--- src/rtl/tl_mem_responder.sv ---
// Single-beat TileLink-UL memory slave: Get/PutFull/PutPartial against a small
// word memory, responses returned through a DEPTH-entry in-order queue.
// Ports: clock/resetn, A channel (a_*) in with a_ready out,
//        D channel (d_*) out with d_ready in.
module tl_mem_responder #(
  parameter logic [31:0] ADDR_BASE = 32'h0001_0000,
  parameter int          MEM_WORDS = 16,
  parameter int          DEPTH     = 2
) (
  input  logic        clock,
  input  logic        resetn,
  input  logic        a_valid,
  output logic        a_ready,
  input  logic [2:0]  a_opcode,
  input  logic [2:0]  a_param,
  input  logic [3:0]  a_size,
  input  logic [1:0]  a_source,
  input  logic [31:0] a_address,
  input  logic [3:0]  a_mask,
  input  logic [31:0] a_data,
  output logic        d_valid,
  input  logic        d_ready,
  output logic [2:0]  d_opcode,
  output logic [1:0]  d_param,
  output logic [3:0]  d_size,
  output logic [1:0]  d_source,
  output logic [1:0]  d_sink,
  output logic [1:0]  d_addr_lo,
  output logic [31:0] d_data,
  output logic        d_error
);

  localparam int IW = $clog2(MEM_WORDS);
  localparam int PW = (DEPTH > 1) ? $clog2(DEPTH) : 1;
  localparam int CW = $clog2(DEPTH + 1);

  typedef struct packed {
    logic [2:0]  opcode;
    logic [3:0]  size;
    logic [1:0]  source;
    logic [1:0]  addr_lo;
    logic [31:0] data;
    logic        error;
  } rsp_t;

  rsp_t          q_q   [DEPTH];
  logic [31:0]   mem_q [MEM_WORDS];
  logic [PW-1:0] wr_q, rd_q;
  logic [CW-1:0] cnt_q;

  logic          full, empty, push, pop;
  logic [31:0]   offset;
  logic [IW-1:0] idx;
  logic          in_range, aligned, ok;
  logic          is_get, is_put, wr_en;
  rsp_t          new_rsp, head;
  logic          unused_bits;

  assign full    = (cnt_q == CW'(DEPTH));
  assign empty   = (cnt_q == '0);
  assign a_ready = !full;
  assign d_valid = !empty;
  assign push    = a_valid && a_ready;
  assign pop     = d_valid && d_ready;

  // Unsigned subtract: addresses below the base wrap to huge offsets
  // and fail the word-index bound, and are also rejected explicitly.
  assign offset   = a_address - ADDR_BASE;
  assign idx      = offset[IW+1:2];
  assign in_range = (a_address >= ADDR_BASE)
                 && (offset[31:2] < 30'(MEM_WORDS));

  always_comb begin
    aligned = 1'b0;
    unique case (a_size)
      4'd0:    aligned = 1'b1;
      4'd1:    aligned = !a_address[0];
      4'd2:    aligned = (a_address[1:0] == 2'b00);
      default: aligned = 1'b0;
    endcase
  end

  assign ok     = in_range && aligned && (a_size <= 4'd2);
  assign is_get = (a_opcode == 3'd4);
  assign is_put = (a_opcode == 3'd0) || (a_opcode == 3'd1);
  assign wr_en  = push && is_put && ok;

  always_comb begin
    new_rsp         = '0;
    new_rsp.opcode  = is_get ? 3'd1 : 3'd0;
    new_rsp.size    = a_size;
    new_rsp.source  = a_source;
    new_rsp.addr_lo = a_address[1:0];
    new_rsp.data    = (is_get && ok) ? mem_q[idx] : 32'h0;
    new_rsp.error   = !((is_get || is_put) && ok);
  end

  // Bits beyond the head are forced to zero whenever the queue is
  // empty so stale entries never leak onto the D channel.
  assign head      = d_valid ? q_q[rd_q] : '0;
  assign d_opcode  = head.opcode;
  assign d_size    = head.size;
  assign d_source  = head.source;
  assign d_addr_lo = head.addr_lo;
  assign d_data    = head.data;
  assign d_error   = head.error;
  assign d_param   = 2'd0;
  assign d_sink    = 2'd0;

  assign unused_bits = ^{a_param, offset[1:0]};

  always_ff @(posedge clock or negedge resetn) begin
    if (!resetn) begin
      wr_q  <= '0;
      rd_q  <= '0;
      cnt_q <= '0;
      for (int i = 0; i < DEPTH; i++) q_q[i] <= '0;
    end else begin
      if (push) begin
        q_q[wr_q] <= new_rsp;
        wr_q <= (wr_q == PW'(DEPTH - 1)) ? '0 : wr_q + 1'b1;
      end
      if (pop) begin
        rd_q <= (rd_q == PW'(DEPTH - 1)) ? '0 : rd_q + 1'b1;
      end
      unique case ({push, pop})
        2'b10:   cnt_q <= cnt_q + 1'b1;
        2'b01:   cnt_q <= cnt_q - 1'b1;
        default: cnt_q <= cnt_q;
      endcase
    end
  end

  always_ff @(posedge clock or negedge resetn) begin
    if (!resetn) begin
      for (int i = 0; i < MEM_WORDS; i++) mem_q[i] <= '0;
    end else if (wr_en) begin
      for (int b = 0; b < 4; b++) begin
        if (a_mask[b]) mem_q[idx][8*b +: 8] <= a_data[8*b +: 8];
      end
    end
  end

endmodule

--- config.mk ---
export PLATFORM = sky130hd
export DESIGN_NAME = tl_mem_responder
export DESIGN_NICKNAME = d
export VERILOG_FILES = /design/src/rtl/tl_mem_responder.sv
export SDC_FILE = /design/constraint.sdc
export NUM_CORES = 1
export LEC_CHECK = 0
export ABC_CLOCK_PERIOD_IN_PS = 5300
export BUFFER_PORTS_ARGS = -buffer_cell sky130_fd_sc_hd__buf_2
export CORE_MARGIN = 8
export CORE_UTILIZATION = 35
export CTS_BUF_LIST = sky130_fd_sc_hd__clkbuf_4 sky130_fd_sc_hd__clkbuf_8
export CTS_CLUSTER_DIAMETER = 200
export DETAILED_ROUTE_END_ITERATION = 6
export GPL_TIMING_DRIVEN = 0
export PLACE_DENSITY_LB_ADDON = 0.15
export SETUP_SLACK_MARGIN = 0.3
export SLEW_MARGIN = 20
export SYNTH_ARGS = -nofsm -noshare
export SYNTH_HDL_FRONTEND = slang
export SYNTH_SLANG_ARGS = --single-unit
--- constraint.sdc ---
create_clock -name clock -period 5.3 [get_ports clock]
set_clock_uncertainty 0.05 [all_clocks]
set_input_delay 0.795 -clock clock [delete_from_list [all_inputs] [get_ports clock]]
set_output_delay 0.795 -clock clock [all_outputs]
set_load 0.05 [all_outputs]
==> metrics.md <==
| Metric | Value |
|---|---|
| Clock sinks | `600` |
| Hold buffer count at cts | `0` |
| Number of max-cap violations | `0` |
| Register area share after synthesis | `0.536` |
| Area added between synthesis and finish | `16.1%` |
| Worst EP required | `4450 ps` |
| XOR/XNOR Fraction of Synth Area | `0.00125` |
| DP Worst Slack | `1040 ps` |
| Antenna Nets Post-Route | `0` |
| Crit path kind | `flop to output port` |
| Die height | `299 µm` |
| Relative slew slack | `0.237` |
| Worst Setup SP | `cnt_q[1]$_DFFE_PN0P_` |
| Main synth FF type | `dfrtp_1` |
| Pwr/cell area | `roughly 330 nW/µm²` |
| Status | `completed` |
| First-pass GRT wire length | `around 120000 µm` |
| Mux cell area share after synthesis | `0.326` |
| Synth Area in Compound Gates | `0.0386` |
| Vias | `17200` |
| Adder and majority gate portion of the synthesized area | `0.000446` |
| Reg2Reg Depth | `8` |
| Final Hold Fails | `0` |
| I/O Pins | `between 100 and 150` |
| Synth top area share | `0.536` |
| Postcts setup bufs | `0` |
| Syn_area_per_cell | `~15 µm²` |
| Top-count cell post-synth | `dfrtp_1` |
| R2r startpoint | `cnt_q[0]$_DFFE_PN0P_` |
| Delay-heaviest family, CP | `buffers and inverters` |
| CP Capture Point | `d_data[12]` |
| Crit path time final | `3760 ps` |
| CTS root buffer | `clkbuf_8` |
| Mapped Area | `28000 µm²` |
| Count of pins over their slew limit | `0` |
| Port Buffers | `about 120` |
| RD Place Congestion | `~0.81` |
| Share of cells above drive strength 1 | `0.451` |
| Synth Register Bits | `600` |
| Final Setup Violations | `0` |
| Stages on the worst setup path | `4` |
| LEAKAGE | `~16 nW` |
| CP max stage cell | `clkbuf_1` |
| RSZ-0062 raised after global routing | `no` |
| DRC violations left | `0` |
| Die ar. | `around 89000 µm²` |
| Cells taking the most area after synthesis | `dfrtp_1 54%, mux2_2 19%, mux4_2 10%` |
| Reg2Reg Setup Slack | `around 1900 ps` |
| Final Worst Setup Slack | `1540 ps` |
| Number of global-route vias before repair | `18700` |
| Worst Path Buf+Inv | `2` |
| CP endpoint kind | `output port` |
| Area of the multi-input gates | `12400 µm²` |
| Mapped Cells | `1878` |
| Peak Freq | `266 MHz` |
| CTS resizes | `0` |
| Die X | `299 µm` |
| WL per Instance | `around 24 µm` |
| GR Util All Layers | `0.176` |
| CP max FO | `10` |
| WP data arrival | `2920 ps` |
| Antenna violations before repair | `12` |
| Top cells by count, synth | `600 x dfrtp_1, 467 x mux2_2, 136 x nand2_1` |
| Period utilization | `0.710` |
| Post-DP HPWL | `53700 µm` |
| Drt pass-1 iters | `5` |
| Total Power | `0.0108 W` |
| Cell Rows | `103` |
| Crit-path cells | `nor2_1 -> clkbuf_1 -> nor2_1 -> buf_2` |
| GR Overflow Total | `0` |
| Drt initial violations | `926` |
| Largest family of logic cells by synthesized area | `multiplexers` |
| Max rail drop VDD | `185 µV` |
| Clock Latency Late Sink | `710 ps` |
| DRT Wirelength | `79200 µm` |
| H-tree Lvls | `3` |
| Startpoint Class | `flop` |
| Post-synthesis simple-gate area fraction | `0.0748` |
| Inserted Clock Buffers | `107` |
| Sequential Area | `between 15000 and 20000 µm²` |
| Clk buf depth | `3` |
| Nets | `2201` |
| CTS tree | `built` |
| Core ar. | `79100 µm²` |
| Slew @ Worst Pin | `roughly 1100 ps` |
| Area leader, netlist | `dfrtp_1` |
| Pin count of the biggest net entering global routing | `103` |
| Unique masters post-synth | `40` |
| Vias per cell | `approximately 5.3` |
| CP peak stage delay | `800 ps` |
| Worst-path clk slew | `60 ps` |
| Hold crit path type | `input port to async pin` |
| YS warnings | `0` |
| Ys async rst share | `1.00` |
| Post-synth EDFFs | `0` |
| CP dominant cell by count | `nor2_1` |
| Worst reg2reg path endpoint | `mem_q[202]$_DFFE_PN0P_` |
| Starting density of the core | `0.354` |
| Fillers | `7310` |
==> area by class of cell <==
| type | instances | share of cell area |
|---|---|---|
| Clock buffer | 175 | 0.0669 |
| Buffer | 153 | 0.0202 |
| Antenna cell | 6 | 0.000461 |
| Tap cell | 1050 | 0.0404 |
| Clock inverter | 15 | 0.00676 |
| Sequential cell | 600 | 0.461 |
| Inverter | 1 | 0.000115 |
| Timing Repair Buffer | 124 | 0.0235 |
| Multi-Input combinational cell | 1129 | 0.380 |
==> logic make-up (layout without fill, tap and decap cells) <==
| family | count (synthesis) | count (layout) |
|---|---|---|
| xor gates and xnor gates | 4 | 4 |
| DFF | 600 | 600 |
| adders and majority gates | 1 | 1 |
| other | 1 | 12 |
| muxes | 688 | 688 |
| AOI/OAI and AO/OA | 134 | 134 |
| and+or+nand+nor | 296 | 296 |
| buffers and inverters | 154 | 468 |
==> how the worst min path moves through the flow <==
stage / startpoint / to / slack, ps / depth (start not counted)
floorplan: q_q[77]$_DFFE_PN0P_ / q_q[77]$_DFFE_PN0P_ / 390 / 2
global placement: q_q[82]$_DFFE_PN0P_ / q_q[82]$_DFFE_PN0P_ / 410 / 2
detailed placement: q_q[81]$_DFFE_PN0P_ / q_q[81]$_DFFE_PN0P_ / 410 / 2
CTS: resetn / q_q[10]$_DFFE_PN0P_ / 30 / 1
global route: resetn / q_q[10]$_DFFE_PN0P_ / 90 / 1
finish: resetn / q_q[10]$_DFFE_PN0P_ / 60 / 1
==> power by group <==
part | total, W | internal (W) | switching, W | leakage (nW)
registers | 0.00471 | 0.00467 | 0.0000471 | 8.34
clock network | 0.00475 | 0.00283 | 0.00193 | 1.27
logic | 0.00130 | 0.000333 | 0.000968 | 6.43
==> cell usage in the layout (no fill, tap or decap), drive strengths merged, types with 3 or more instances in the layout <==
cell type    n
nor3        10
nor2        60
mux4       128
bufinv       5
clkbuf     289
nand2      136
conb         6
clkinv       7
mux2i       42
mux2       518
nand3        3
a22o        64
inv          3
nand2b       5
buf        163
dfrtp      600
a22oi       64
nor4        53
or4         16
diode        6
==> metrics by stage <==
stage                     hold WS [ps]  instances  area [µm²]   util  setup TNS [ps]
after floorplan                    395       1883       28100      -               0
after global placement             406       3051       30000  0.379        -5282140
after detailed placement           412       3057       30100  0.381               0
after CTS                         31.4       3247       32500  0.411               0
after global routing              92.9       3251       32500  0.411               0
final                             56.9       3253       32600  0.411               0
==> metal layers <==
layer / vias up / part of all wire / global-route usage
met5: - / 0.000088 / 0
met4: 2 / 0.027 / 0.0637
met3: 123 / 0.065 / 0.0439
met2: 444 / 0.45 / 0.267
met1: 9087 / 0.46 / 0.245
li1: 7514 / - / -
==> registers in the layout, indices dropped and copies added, names as in the netlist <==
name and flops:
q_q 84, rd_q 1, cnt_q 2, wr_q 1, mem_q 512
==> worst reg2reg max path, stage by stage (launching register included) <==
cell and delay [ps]:
dfrtp_1 410, nand2b_2 190, nand2_1 140, or3_1 440, buf_2 220, clkbuf_1 200
buf_4 270, nor4_4 920, mux2_2 420
Power figures use the tool's default switching activity.
